[src/rtl/spi_txn_ctrl_pkg.sv]
// Shared types and constants for the SPI transaction sequencer.
package spi_pkg;

   // Sequencer states.
   typedef enum logic [2:0] {
      IDLE,
      SETUP,
      RUN,
      HOLD,
      RSP
   } spi_state_e;

   localparam int SPI_MAXLEN_DEF = 16;
   localparam int SPI_MIN_DIVIDE = 2;

   // Width of a bit-count field able to hold 0..maxlen.
   function automatic int spi_len_w(input int maxlen);
      return $clog2(maxlen) + 1;
   endfunction

   localparam int SPI_LEN_W = spi_len_w(SPI_MAXLEN_DEF);

endpackage

[src/rtl/spi_txn_ctrl_if.sv]
// Host-side request/response channels of the SPI transaction sequencer.
interface spi_txn_ctrl_if
   import spi_pkg::*;
#(
   parameter int SPI_MAXLEN = 16,
   parameter int DIV_W      = 16
);
   localparam int LEN_W = spi_len_w(SPI_MAXLEN);

   logic                  req_valid;
   logic                  req_ready;
   logic [LEN_W-1:0]      req_len;
   logic [SPI_MAXLEN-1:0] req_tx_data;
   logic [DIV_W-1:0]      req_divide;
   logic                  rsp_valid;
   logic                  rsp_ready;
   logic [SPI_MAXLEN-1:0] rsp_rx_data;
   logic                  rsp_err;

   // Host side: issues requests, consumes responses.
   modport master (
      output req_valid, req_len, req_tx_data, req_divide, rsp_ready,
      input  req_ready, rsp_valid, rsp_rx_data, rsp_err
   );

   // Sequencer side.
   modport slave (
      input  req_valid, req_len, req_tx_data, req_divide, rsp_ready,
      output req_ready, rsp_valid, rsp_rx_data, rsp_err
   );
endinterface

[src/rtl/spi_txn_ctrl_shift_reg.sv]
// spi_clk edge detector plus MOSI/MISO shift registers for mode 0.
module spi_shift_reg
   import spi_pkg::*;
#(
   parameter int SPI_MAXLEN = 16,
   localparam int LEN_W     = spi_len_w(SPI_MAXLEN)
) (
   input  logic                  clk,
   input  logic                  rst,
   input  logic                  load_i,
   input  logic                  run_i,
   input  logic [LEN_W-1:0]      len_i,
   input  logic [SPI_MAXLEN-1:0] tx_i,
   input  logic                  spi_clk_i,
   input  logic                  miso_i,
   output logic                  mosi_o,
   output logic [SPI_MAXLEN-1:0] rx_o
);
   localparam int IDX_W = $clog2(SPI_MAXLEN);
   localparam logic [LEN_W-1:0] ONE = LEN_W'(1);

   logic                  spi_clk_q;
   logic                  mosi_q;
   logic [SPI_MAXLEN-1:0] tx_q;
   logic [SPI_MAXLEN-1:0] rx_q;
   logic [LEN_W-1:0]      len_q;
   logic [LEN_W-1:0]      bit_cnt_q;
   logic                  rise;
   logic                  fall;
   logic                  more_bits;
   logic [IDX_W-1:0]      load_idx;
   logic [IDX_W-1:0]      next_idx;

   assign rise      = !spi_clk_q && spi_clk_i;
   assign fall      = spi_clk_q && !spi_clk_i;
   assign more_bits = bit_cnt_q < len_q;
   // MSB of the word is bit len-1; after k sampled bits the next one is len-1-k.
   assign load_idx  = IDX_W'(len_i - ONE);
   assign next_idx  = IDX_W'(len_q - bit_cnt_q - ONE);

   // Sample on rising edges, present next MOSI bit on falling edges; extra edges are ignored.
   always_ff @(posedge clk or posedge rst) begin
      if (rst) begin
         spi_clk_q <= 1'b0;
         mosi_q    <= 1'b0;
         tx_q      <= '0;
         rx_q      <= '0;
         len_q     <= '0;
         bit_cnt_q <= '0;
      end else begin
         spi_clk_q <= spi_clk_i;
         if (load_i) begin
            tx_q      <= tx_i;
            len_q     <= len_i;
            rx_q      <= '0;
            bit_cnt_q <= '0;
            mosi_q    <= tx_i[load_idx];
         end else if (run_i) begin
            if (rise && more_bits) begin
               rx_q      <= {rx_q[SPI_MAXLEN-2:0], miso_i};
               bit_cnt_q <= bit_cnt_q + ONE;
            end
            if (fall && more_bits) begin
               mosi_q <= tx_q[next_idx];
            end
         end
      end
   end

   assign mosi_o = mosi_q;
   assign rx_o   = rx_q;
endmodule

[src/rtl/spi_txn_ctrl.sv]
// SPI transfer sequencer: request handshake, chip select timing, clk_div control, response.
module spi_txn_ctrl
   import spi_pkg::*;
#(
   parameter int SPI_MAXLEN   = 16,
   parameter int DIV_W        = 16,
   parameter int CS_SETUP_CYC = 4,
   parameter int CS_HOLD_CYC  = 4,
   localparam int LEN_W       = spi_len_w(SPI_MAXLEN)
) (
   input  logic             clk,
   input  logic             rst,
   spi_txn_ctrl_if.slave    bus,
   output logic             div_start,
   output logic [LEN_W-1:0] div_n_pulses,
   output logic [DIV_W-1:0] div_clk_divide,
   input  logic             div_done,
   input  logic             div_spi_clk,
   output logic             cs_n,
   output logic             mosi,
   input  logic             miso
);
   spi_state_e            state_q;
   logic [7:0]            cnt_q;
   logic                  req_ready_q;
   logic                  rsp_valid_q;
   logic                  rsp_err_q;
   logic [SPI_MAXLEN-1:0] rsp_rx_data_q;
   logic                  div_start_q;
   logic [LEN_W-1:0]      div_n_pulses_q;
   logic [DIV_W-1:0]      div_clk_divide_q;
   logic                  cs_n_q;

   logic                  req_fire;
   logic                  req_len_ok;
   logic                  load;
   logic [DIV_W-1:0]      divide_clamped;
   logic [SPI_MAXLEN-1:0] rx;
   logic [SPI_MAXLEN-1:0] len_mask;

   assign req_fire       = bus.req_valid && req_ready_q;
   assign req_len_ok     = (bus.req_len != '0) && (bus.req_len <= LEN_W'(SPI_MAXLEN));
   assign load           = req_fire && req_len_ok;
   assign divide_clamped = (bus.req_divide < DIV_W'(SPI_MIN_DIVIDE)) ?
                           DIV_W'(SPI_MIN_DIVIDE) : bus.req_divide;
   // div_n_pulses holds the latched length for the whole transfer.
   assign len_mask       = ~({SPI_MAXLEN{1'b1}} << div_n_pulses_q);

   spi_shift_reg #(
      .SPI_MAXLEN (SPI_MAXLEN)
   ) u_shift (
      .clk       (clk),
      .rst       (rst),
      .load_i    (load),
      .run_i     (state_q == RUN),
      .len_i     (bus.req_len),
      .tx_i      (bus.req_tx_data),
      .spi_clk_i (div_spi_clk),
      .miso_i    (miso),
      .mosi_o    (mosi),
      .rx_o      (rx)
   );

   // Sequencer FSM with registered outputs. The setup/hold counters act on the
   // cycle they read 1, so the counted phase lasts exactly CS_*_CYC cycles.
   always_ff @(posedge clk or posedge rst) begin
      if (rst) begin
         state_q          <= IDLE;
         cnt_q            <= '0;
         req_ready_q      <= 1'b1;
         rsp_valid_q      <= 1'b0;
         rsp_err_q        <= 1'b0;
         rsp_rx_data_q    <= '0;
         div_start_q      <= 1'b0;
         div_n_pulses_q   <= '0;
         div_clk_divide_q <= DIV_W'(SPI_MIN_DIVIDE);
         cs_n_q           <= 1'b1;
      end else begin
         div_start_q <= 1'b0;
         case (state_q)
            IDLE: begin
               if (req_fire) begin
                  req_ready_q <= 1'b0;
                  if (req_len_ok) begin
                     div_n_pulses_q   <= bus.req_len;
                     div_clk_divide_q <= divide_clamped;
                     cs_n_q           <= 1'b0;
                     cnt_q            <= 8'(CS_SETUP_CYC);
                     state_q          <= SETUP;
                  end else begin
                     rsp_err_q     <= 1'b1;
                     rsp_rx_data_q <= '0;
                     rsp_valid_q   <= 1'b1;
                     state_q       <= RSP;
                  end
               end
            end
            SETUP: begin
               if (cnt_q == 8'd1) begin
                  div_start_q <= 1'b1;
                  state_q     <= RUN;
               end else begin
                  cnt_q <= cnt_q - 8'd1;
               end
            end
            RUN: begin
               if (div_done) begin
                  cnt_q   <= 8'(CS_HOLD_CYC);
                  state_q <= HOLD;
               end
            end
            HOLD: begin
               if (cnt_q == 8'd1) begin
                  cs_n_q        <= 1'b1;
                  rsp_valid_q   <= 1'b1;
                  rsp_rx_data_q <= rx & len_mask;
                  rsp_err_q     <= 1'b0;
                  state_q       <= RSP;
               end else begin
                  cnt_q <= cnt_q - 8'd1;
               end
            end
            RSP: begin
               if (bus.rsp_ready) begin
                  rsp_valid_q <= 1'b0;
                  req_ready_q <= 1'b1;
                  state_q     <= IDLE;
               end
            end
            default: state_q <= IDLE;
         endcase
      end
   end

   assign bus.req_ready   = req_ready_q;
   assign bus.rsp_valid   = rsp_valid_q;
   assign bus.rsp_err     = rsp_err_q;
   assign bus.rsp_rx_data = rsp_rx_data_q;
   assign div_start       = div_start_q;
   assign div_n_pulses    = div_n_pulses_q;
   assign div_clk_divide  = div_clk_divide_q;
   assign cs_n            = cs_n_q;
endmodule

[src/flat_wrapper.sv]
// flat-port wrapper written by rule: the top's interface ports become plain ports
module spi_txn_ctrl_flat import spi_pkg::*;
#(
   parameter int SPI_MAXLEN   = 16,
   parameter int DIV_W        = 16,
   parameter int CS_SETUP_CYC = 4,
   parameter int CS_HOLD_CYC  = 4,
   localparam int LEN_W       = spi_len_w(SPI_MAXLEN)
)
  (clk, rst, div_start, div_n_pulses, div_clk_divide, div_done, div_spi_clk, cs_n, mosi, miso, bus_req_valid, bus_req_len, bus_req_tx_data, bus_req_divide, bus_rsp_ready, bus_req_ready, bus_rsp_valid, bus_rsp_rx_data, bus_rsp_err);
  spi_txn_ctrl_if #(.SPI_MAXLEN(SPI_MAXLEN), .DIV_W(DIV_W)) bus_i ();
  input  logic clk;
  input  logic rst;
  output logic div_start;
  output logic [LEN_W-1:0] div_n_pulses;
  output logic [DIV_W-1:0] div_clk_divide;
  input  logic div_done;
  input  logic div_spi_clk;
  output logic cs_n;
  output logic mosi;
  input  logic miso;
  input wire logic [$bits(bus_i.req_valid)-1:0] bus_req_valid;
  input wire logic [$bits(bus_i.req_len)-1:0] bus_req_len;
  input wire logic [$bits(bus_i.req_tx_data)-1:0] bus_req_tx_data;
  input wire logic [$bits(bus_i.req_divide)-1:0] bus_req_divide;
  input wire logic [$bits(bus_i.rsp_ready)-1:0] bus_rsp_ready;
  output wire logic [$bits(bus_i.req_ready)-1:0] bus_req_ready;
  output wire logic [$bits(bus_i.rsp_valid)-1:0] bus_rsp_valid;
  output wire logic [$bits(bus_i.rsp_rx_data)-1:0] bus_rsp_rx_data;
  output wire logic [$bits(bus_i.rsp_err)-1:0] bus_rsp_err;
  assign bus_i.req_valid = bus_req_valid;
  assign bus_i.req_len = bus_req_len;
  assign bus_i.req_tx_data = bus_req_tx_data;
  assign bus_i.req_divide = bus_req_divide;
  assign bus_i.rsp_ready = bus_rsp_ready;
  assign bus_req_ready = bus_i.req_ready;
  assign bus_rsp_valid = bus_i.rsp_valid;
  assign bus_rsp_rx_data = bus_i.rsp_rx_data;
  assign bus_rsp_err = bus_i.rsp_err;
  spi_txn_ctrl #(.SPI_MAXLEN(SPI_MAXLEN), .DIV_W(DIV_W), .CS_SETUP_CYC(CS_SETUP_CYC), .CS_HOLD_CYC(CS_HOLD_CYC)) u_core (.clk(clk), .rst(rst), .bus(bus_i), .div_start(div_start), .div_n_pulses(div_n_pulses), .div_clk_divide(div_clk_divide), .div_done(div_done), .div_spi_clk(div_spi_clk), .cs_n(cs_n), .mosi(mosi), .miso(miso));
endmodule
[config.mk]
export PLATFORM = sky130hd
export DESIGN_NAME = spi_txn_ctrl_flat
export DESIGN_NICKNAME = d
export VERILOG_FILES = /design/src/rtl/spi_txn_ctrl_pkg.sv /design/src/rtl/spi_txn_ctrl_if.sv /design/src/rtl/spi_txn_ctrl_shift_reg.sv /design/src/rtl/spi_txn_ctrl.sv /design/src/flat_wrapper.sv
export SDC_FILE = /design/constraint.sdc
export NUM_CORES = 1
export LEC_CHECK = 0
export CAP_MARGIN = 30
export CORE_MARGIN = 5
export CORE_UTILIZATION = 53
export CTS_BUF_LIST = sky130_fd_sc_hd__clkbuf_16
export DETAILED_ROUTE_END_ITERATION = 12
export GPL_TIMING_DRIVEN = 0
export PLACE_DENSITY = 0.79
export REMOVE_ABC_BUFFERS = 1
export SYNTH_ARGS = -nofsm -noshare
export SYNTH_HDL_FRONTEND = slang
export SYNTH_HIERARCHICAL = 1
export SYNTH_SLANG_ARGS = --single-unit
[constraint.sdc]
create_clock -name clk -period 3 [get_ports clk]
set_input_delay 0.6 -clock clk [delete_from_list [all_inputs] [get_ports clk]]
set_output_delay 0.6 -clock clk [all_outputs]
set_load 0.01 [all_outputs]
# Word-level counts from Yosys, hierarchy flattened
# Cells that the tools add are included.
[classes]
n_addsub = 5
order_cmp = 5
n_eq_ne = 13
shift = 1
muxes = 45
bitwise_logic = 2
n_reduce_logical = 28
[op_table]
columns = ["operator", "n"]
rows = [
  ["2-to-1 mux 16 bit", 7],
  ["2-to-1 mux 8 bit", 4],
  ["case mux 16 bit (2 select lines)", 1],
  ["case mux 8 bit (3 select lines)", 1],
  ["2-to-1 mux 3 bit", 6],
  ["AND 16 bit", 1],
  ["< comparator 16 x 2 -> 1 bit, second input constant", 1],
  ["2-to-1 mux 1 bit", 16],
  ["inverter 16 bit", 1],
  ["<< shifter 16 x 5 -> 16 bit, first input constant", 1],
  ["2-to-1 mux 5 bit", 3],
  ["case mux 3 bit (5 select lines)", 1],
  ["AND reduction 5 bit", 3],
  ["< comparator 4 x 5 -> 1 bit, second input constant", 2],
  ["nonzero test 2 bit", 5],
  ["binary-select mux 1 bit (select 4 bit)", 2],
  ["== test 8 x 1 -> 1 bit, second input constant", 1],
  ["!= test 2 x 1 -> 1 bit, second input constant", 4],
  ["!= test 2 bit, second input constant", 4],
  ["AND reduction 4 bit", 2],
  ["subtractor 4 x 1 -> 4 bit, second input constant", 2],
  ["subtractor 8 x 1 -> 8 bit, second input constant", 1],
  ["logical AND 1 bit", 7],
  ["== test 3 x 2 -> 1 bit, second input constant", 2],
  ["15 further kinds", 21],
]
[word_totals]
regBits = 97
wordCells = 115

# Depth between registers and ports, before layout
# Gate-level depths: netlist of the first run.
[logic_depth]
depth_word = 7
depth_mapped = 8
depth_no_buf = 8

# Cells and area by module
# Netlist of the first run, hierarchy kept.
[by_module_without_submodules]
columns = ["module", "instances", "cells_each", "area_per_inst_um2", "seq_area_each_um2"]
rows = [
  ["spi_txn_ctrl", 1, 241, 2681.3, 1330.0],
  ["spi_shift_reg", 1, 209, 2314.7, 1101.1],
]

# Worst setup path after synthesis of the first run
# Ideal clock, no wire load.
[synth_path]
path_type = "reg-to-reg"
startpoint = "reg u_core.state_q[0]"
endpoint = "reg u_core.u_shift.bit_cnt_q[3]"
setup_time_ns = 0.078
arrival_time_ns = 2.103
slack_ns = 0.819
path_stages_with_launch = 7
path_buffers = 1
period_less_slack_ns = 2.181
path_cell_list = "dfrtp_1 > buf_4 > or3b_1 > inv_1 > or4bb_1 > or4_1 > a21oi_1"
[synth_between]
elab_chain_cells = 3
[synth_rtl]
columns = ["item", "line", "rtl"]
rows = [
  ["from (decl)", "spi_txn_ctrl.sv:23", "spi_state_e state_q;"],
  ["from (signal assigned)", "spi_txn_ctrl.sv:68", "state_q <= IDLE;"],
  ["from (signal assigned)", "spi_txn_ctrl.sv:89", "state_q <= SETUP;"],
  ["from (signal assigned)", "spi_txn_ctrl.sv:94", "state_q <= RSP;"],
  ["== test 3 x 2 -> 1 bit", "spi_txn_ctrl.sv:55", ".run_i (state_q == RUN),"],
  ["nonzero test 2 bit (no source line)", "n/a", ""],
  ["AND reduction 2 bit (no source line)", "n/a", ""],
  ["to (signal assigned)", "spi_txn_ctrl_shift_reg.sv:61", "bit_cnt_q <= bit_cnt_q + ONE;"],
  ["to (decl)", "spi_txn_ctrl_shift_reg.sv:27", "logic [LEN_W-1:0] bit_cnt_q;"],
]
# No other way between the ends.
# A chain may end at the register's enable or synchronous reset.

# Final worst setup path of the first run
[layout_path]
startpoint = "reg u_core.state_q[2]"
endpoint = "reg u_core.u_shift.bit_cnt_q[4]"
# The elaborated chain is that of the path after synthesis.

==> metrics, run 1 <==
crit-path max FO=22; Pint=2.11 mW; reg2reg setup slack=0.18 ns; r2r startpoint=u_core/state_q[2]$_DFFE_PP0P_; count of cell types in the netlist=68; # Max-Cap Violations=0; RePlAce Congestion=approximately 0.84; Layout Utilization=0.682; initial antenna violation count=0; Root Driver=clkbuf_16; clock power share=0.457; Synth Warn #=6; CTS tree=done; slowest cell on the critical path=or4bb_1; Worst-path clk slew=roughly 0.07 ns; Post-Place Setup Slack=-0.598 ns; Switching Share=0.209; Critical Path RT=about 3.3 ns; Worst EP arrival=approximately 3 ns; Fillers=682; DR WL/cell=about 19 µm; vias per cell=approximately 6; WP buf/inv=1; max incr delay on CP=just over 0.8 ns; Layout area overhead=25.6%; total track usage=0.215; Comb power frac=0.053; maximum VDD drop=~0.00027 V; share of cells above drive strength 1=0.133; Congestion Overflow GR=0; Tmin final=2.82 ns; Period Utilization, post-route=0.941; RSZ-0062 raised after global routing=false; Ports=87; crit path to=u_core/u_shift/bit_cnt_q[4]$_DFFE_PP0P_; final WL=11900 µm; setup ws final=0.178 ns; Placed Cells=626; die width=~110 µm; # diodes=0; global-route wire length before repair=roughly 20000 µm; r2r endpoint=u_core/u_shift/bit_cnt_q[4]$_DFFE_PP0P_; # port buffers=86; CTS Buf Count=9; main flop type after synthesis=dfrtp_1; Post-DP HPWL=roughly 8500 µm; Final #Nets=around 580; Worst Setup SP=u_core/state_q[2]$_DFFE_PP0P_; design area=between 0.006 and 0.007 mm²; Final Skew=just over 0.007 ns; Initial DRC Count=approximately 200; Tot Pwr=around 2.7 mW; Async S/R FF share, synth=1.00; Std-Cell Core Area=0.00920 mm²; die area=0.0115 mm²; Layout Cells excl Fill=~640; Multi-input gate area=between 0.002 and 0.0025 mm²; Synth Register Bits=97; min-delay src=u_core/div_clk_divide[12]$_DFFE_PP0P_; EDFF count, synth=0; die height=around 110 µm; DRC Markers=0; HP Class=reg -> reg; Starting Density=0.543; H-tree levels=3; Worst-Margin Slew=1.03 ns; relative slew slack=0.314; vias post-DR=around 3900; clk_lat worst skew=roughly 0.33 ns; Cell Area, Placed=a little under 0.006 mm²; most common cell after layout, fill and taps aside=dfrtp_1; CP Launch Type=flop; Stages on worst setup path=5; largest net degree at the start of global routing=45; Rows=35; vias in the first global route=3949; register area share after synthesis=0.487; CTS Buffer Depth=2; syn avg cell area=~11 µm²; status=completed; DRT Pass-1 Iters=4; final setup fails=0; power per cell area=about 430 mW/mm²; Crit Path Category=reg -> reg; count of final max-slew check failures=0; Fin. Hold Viols=0; clock sinks=between 90 and 100; Mapped Area=0.00500 mm²; f_max=around 350 MHz; most frequent cells in the layout=dfrtp_1, clkdlybuf4s50_1, a21oi_1; part of the power in registers=0.490; CP endpoint kind=flop; post-route ant nets=0; LEAKAGE=around 2.9 nW; worst-case reg-to-reg path depth=5; FF+latch area=around 0.0024 mm²; crit-path cells=or3b_1 -> inv_1 -> or4bb_1 -> or4_1 -> a21oi_1; Mapped Cells=450; CP top delay family=simple AND/OR/NAND/NOR gates; sw power=0.558 mW
## synthesized netlist by cell type, types with 3 or more instances
cell type | number | area share
mux4_2 | 8 | 0.036
o21ai_0 | 28 | 0.028
mux2_2 | 21 | 0.047
nor4_1 | 4 | 0.0050
mux2_1 | 22 | 0.050
nor2b_1 | 3 | 0.0038
o22ai_1 | 3 | 0.0038
dfrtp_1 | 94 | 0.47
nand2b_1 | 4 | 0.0050
a32o_1 | 4 | 0.0080
nor3b_1 | 3 | 0.0045
o21a_1 | 3 | 0.0045
buf_2 | 5 | 0.0050
buf_4 | 4 | 0.0060
a21oi_1 | 33 | 0.033
nor2_1 | 15 | 0.011
nor3_1 | 6 | 0.0060
a31oi_1 | 3 | 0.0038
or4_4 | 3 | 0.0068
a211oi_1 | 3 | 0.0045
dfstp_2 | 3 | 0.016
ha_1 | 12 | 0.030
a211o_1 | 5 | 0.0088
o31ai_1 | 3 | 0.0045
nand2_1 | 27 | 0.020
clkbuf_1 | 11 | 0.0083
a21o_1 | 3 | 0.0045
xnor2_1 | 3 | 0.0053
inv_1 | 26 | 0.020
nand3_1 | 28 | 0.028
and3_1 | 3 | 0.0038
mux2i_1 | 10 | 0.020
## power by group through the flow
stage	combinational, mW	sequential (mW)	clock, mW
global route	0.155	1.31	1.30
finish	0.141	1.31	1.22
global placement	0.135	1.33	0
CTS	0.143	1.31	1.25
floorplan	0.0521	1.33	0
detailed placement	0.142	1.33	0
## worst register-to-register path, cell delays in order (launching register included)
cell and delay, ns:
dfrtp_1 0.53, or3b_1 0.47, inv_1 0.18, or4bb_1 0.82
or4_1 0.56, a21oi_1 0.17
## area by class of cell
class	count	area share
clock buffer	9	0.0359
tap	111	0.0221
multi-input combinational	303	0.378
inverter	26	0.0156
clock inverter	7	0.0146
timing repair buffer	90	0.147
sequential	97	0.387
## through the flow
stage,setup TNS (ns),hold WS (ns)
floorplan,-9.05,0.475
global placement,-88.67,0.474
detailed placement,-14.05,0.478
CTS,0,0.493
global route,0,0.513
finish,0,0.490
## how the worst min path moves through the flow
stage / depth (start not counted) / to / slack (ns)
after global routing: 1 / u_core/bus.rsp_rx_data[9]$_DFFE_PP0P_ / 0.51
after CTS: 1 / u_core/bus.rsp_rx_data[9]$_DFFE_PP0P_ / 0.49
after global placement: 1 / u_core/div_clk_divide[9]$_DFFE_PP0P_ / 0.47
after detailed placement: 1 / u_core/bus.rsp_rx_data[9]$_DFFE_PP0P_ / 0.48
after floorplan: 1 / u_core/u_shift/tx_q[10]$_DFFE_PP0P_ / 0.48
final: 1 / u_core/div_clk_divide[12]$_DFFE_PP0P_ / 0.49
## routing by layer
metal  part of all wire  global-route usage  up-vias
met5                  0                   0        -
met4              0.012              0.0731        0
met3              0.040              0.0331       12
met2               0.52               0.369      107
met1               0.43               0.279     1963
li1                   -                   -     1799
## what timing repair did
action,CTS,global route
pin swaps,0,1
endpoints found under the setup margin,22,26
hold buffers,0,0
setup buffers,0,1
resized for setup,1,1
## registers in the layout (all words and copies together), names as in the netlist
signal                    cells
u_core/u_shift/len_q          5
u_core/div_start              1
u_core/u_shift/spi_clk_q      1
u_core/div_n_pulses           5
u_core/bus.req_ready          1
u_core/bus.rsp_valid          1
u_core/u_shift/mosi_o         1
u_core/u_shift/tx_q          16
u_core/u_shift/rx_o          16
u_core/bus.rsp_err            1
u_core/bus.rsp_rx_data       16
u_core/cs_n                   1
u_core/u_shift/bit_cnt_q      5
u_core/cnt_q                  8
u_core/state_q                3
u_core/div_clk_divide        16
## kinds of logic (layout without fill, tap and decap cells)
family	count (synthesis)	count (layout)	share of synthesized area
simple gates	117	117	0.133
buf+inv	50	132	0.0448
fa+ha+maj	13	13	0.0341
xor+xnor	6	6	0.0120
mux	61	61	0.153
compound gates	106	106	0.136
flops	97	97	0.487
(Power assumes the default switching activity.)
==> inputs of run 2 (changes only) <==
--- a/config.mk
+++ b/config.mk
@@ -9,6 +9,7 @@
 export CORE_MARGIN = 5
 export CORE_UTILIZATION = 53
 export CTS_BUF_LIST = sky130_fd_sc_hd__clkbuf_16
+export CTS_CLUSTER_SIZE = 10
 export DETAILED_ROUTE_END_ITERATION = 12
 export GPL_TIMING_DRIVEN = 0
 export PLACE_DENSITY = 0.79
==> results of run 2 <==
Same layout as run 1: the final DEF is identical, and so are final timing and power.
==> inputs of run 3 (changes only) <==
--- a/config.mk
+++ b/config.mk
@@ -6,7 +6,6 @@
 export NUM_CORES = 1
 export LEC_CHECK = 0
 export CAP_MARGIN = 30
-export CORE_MARGIN = 5
 export CORE_UTILIZATION = 53
 export CTS_BUF_LIST = sky130_fd_sc_hd__clkbuf_16
 export CTS_CLUSTER_SIZE = 10
==> constraint.sdc (replaced) <==
create_clock -name clk -period 2.9 [get_ports clk]
set_input_delay 0.58 -clock clk [delete_from_list [all_inputs] [get_ports clk]]
set_output_delay 0.58 -clock clk [all_outputs]
set_load 0.01 [all_outputs]
==> metrics, run 3 (synthesis gave the netlist of run 1 again) <==
DRT Pass-1 Iters=4 (unchanged); clock sinks=97 (unchanged); Ports=87 (unchanged); vias in the first global route=3798 (-3.8%); final setup fails=0 (unchanged); Rows=35 (unchanged); vias per cell=6.02 (-0.28%); CTS Buf Count=9 (unchanged); setup ws final=0.127 ns (-0.0514 ns); Final Skew=0.00823 ns (+0.00112 ns); crit-path max FO=22 (unchanged); Worst EP arrival=3.03 ns (-0.05 ns); Post-CTS Setup Repair Bufs=0 (unchanged); Setup TNS=0 ns (unchanged); HP Class=reg -> reg; # diodes=0 (unchanged); largest net degree at the start of global routing=45 (unchanged); Tmin final=2.77 ns (-0.0486 ns); relative slew slack=0.312 (-0.00248); post-route ant nets=0 (unchanged); crit-path cells=or3b_1 -> inv_1 -> or4bb_1 -> or4_1 -> a21oi_1; CP Launch Type=flop; Cell Area, Placed=0.00594 mm² (about the same); WP buf/inv=1 (unchanged); # port buffers=86 (unchanged); Period Utilization, post-route=0.956 (+0.0157); LEAKAGE=2.86 nW (-0.80%); cts-stage hold buffer count=0 (unchanged); Critical Path RT=3.16 ns (-0.09 ns); H-tree levels=3 (unchanged); power per cell area=415 mW/mm² (-2.6%); die height=99.1 µm (-7.5%); share of cells above drive strength 1=0.128 (-0.00540); Post-Place Setup Slack=-0.696 ns (-0.0984 ns); max incr delay on CP=0.80 ns (-0.02 ns); Fin. Hold Viols=0 (unchanged); Starting Density=0.543 (unchanged); # Max-Cap Violations=0 (unchanged); Congestion Overflow GR=0 (unchanged); CTS tree=done; Fillers=719 (+5.4%); die area=0.00982 mm² (-14%); Worst-path clk slew=0.07 ns (about the same); total track usage=0.246 (+0.0306); final WL=11500 µm (-3.8%); maximum VDD drop=0.000286 V (+4.1%); slowest cell on the critical path=or4bb_1; Final #Nets=583 (-0.17%); clk_lat worst skew=0.34 ns (about the same); design area=0.00621 mm² (-0.96%); Tot Pwr=2.58 mW (-3.6%); Worst-Margin Slew=1.03 ns (+0.00372 ns); RSZ-0062 raised after global routing=false; CP endpoint kind=flop; Initial DRC Count=223 (+10%); Crit Path Category=reg -> reg; DR WL/cell=17.9 µm (-3.6%); most frequent cells in the layout=dfrtp_1, clkdlybuf4s50_1, a21oi_1; count of final max-slew check failures=0 (unchanged); DRC Markers=0 (unchanged); most common cell after layout, fill and taps aside=dfrtp_1; RePlAce Congestion=0.851 (+0.94%); die width=99.1 µm (-7.5%); Layout area overhead=24.4%; Root Driver=clkbuf_16; f_max=361 MHz (+1.8%); vias post-DR=3864 (-0.44%); CP top delay family=simple AND/OR/NAND/NOR gates; global-route wire length before repair=18900 µm (-4.2%); Post-DP HPWL=8080 µm (-4.6%); CTS Buffer Depth=2 (unchanged); status=completed; Layout Utilization=0.676 (-0.00653); initial antenna violation count=0 (unchanged); Std-Cell Core Area=0.00920 mm² (unchanged)
==> run 3: metal layers <==
| layer | GRT usage | vias to the layer above | part of all wire |
|---|---|---|---|
| li1 | - | 1793 | - |
| met1 | 0.327 | 1947 | 0.43 |
| met2 | 0.409 | 104 | 0.51 |
| met3 | 0.0436 | 20 | 0.040 |
| met4 | 0.0882 | 0 | 0.018 |
| met5 | 0 | - | 0 |
==> run 3: cell type report <==
cell class	instances	area [µm²]	share of cell area
Sequential cell	97	2430	0.391
Multi-Input combinational cell	303	2370	0.382
Tap cell	111	139	0.0223
Inverter	26	97.6	0.0157
Clock inverter	7	40.0	0.00644
Clock buffer	9	225	0.0362
Timing Repair Buffer	89	911	0.147
==> run 3: report_power, final <==
part	leakage [nW]	internal (mW)	switching [mW]
Clock	0.132	0.574	0.503
Sequential	1.25	1.35	0.000922
Combinational	1.48	0.0779	0.0678
==> run 3: timing repair <==
item / CTS / global route
pin swaps: 0 / 0
setup endpoints to repair: 22 / 28
hold endpoints to repair: 0 / 0
gates resized for setup: 2 / 1
==> run 3: worst register-to-register path: stages, from the launching register on <==
cell and delay [ns]:
dfrtp_1 0.52, or3b_1 0.45, inv_1 0.17, or4bb_1 0.81, or4_1 0.57, a21oi_1 0.17
==> run 3: metrics by stage <==
stage	cells	hold WS, ns
floorplan	426	0.475
global placement	623	0.473
detailed placement	626	0.480
CTS	642	0.496
global route	642	0.508
finish	642	0.493
==> run 3: final timing paths <==
check                                                      start                                      end  slack (ns)  depth (start not counted)
setup / recovery                   u_core/state_q[2]$_DFFE_PP0P_  u_core/u_shift/bit_cnt_q[4]$_DFFE_PP0P_        0.13                          5
hold / removal             u_core/bus.rsp_rx_data[9]$_DFFE_PP0P_    u_core/bus.rsp_rx_data[9]$_DFFE_PP0P_        0.49                          1
setup reg to reg                   u_core/state_q[2]$_DFFE_PP0P_  u_core/u_shift/bit_cnt_q[4]$_DFFE_PP0P_        0.13                          5
hold reg to reg            u_core/bus.rsp_rx_data[9]$_DFFE_PP0P_    u_core/bus.rsp_rx_data[9]$_DFFE_PP0P_        0.49                          1
max in group asynchronous                                    rst      u_core/u_shift/len_q[0]$_DFFE_PP0P_        1.51                          2
min in group asynchronous                                    rst     u_core/div_clk_divide[8]$_DFFE_PP0P_        0.64                          2
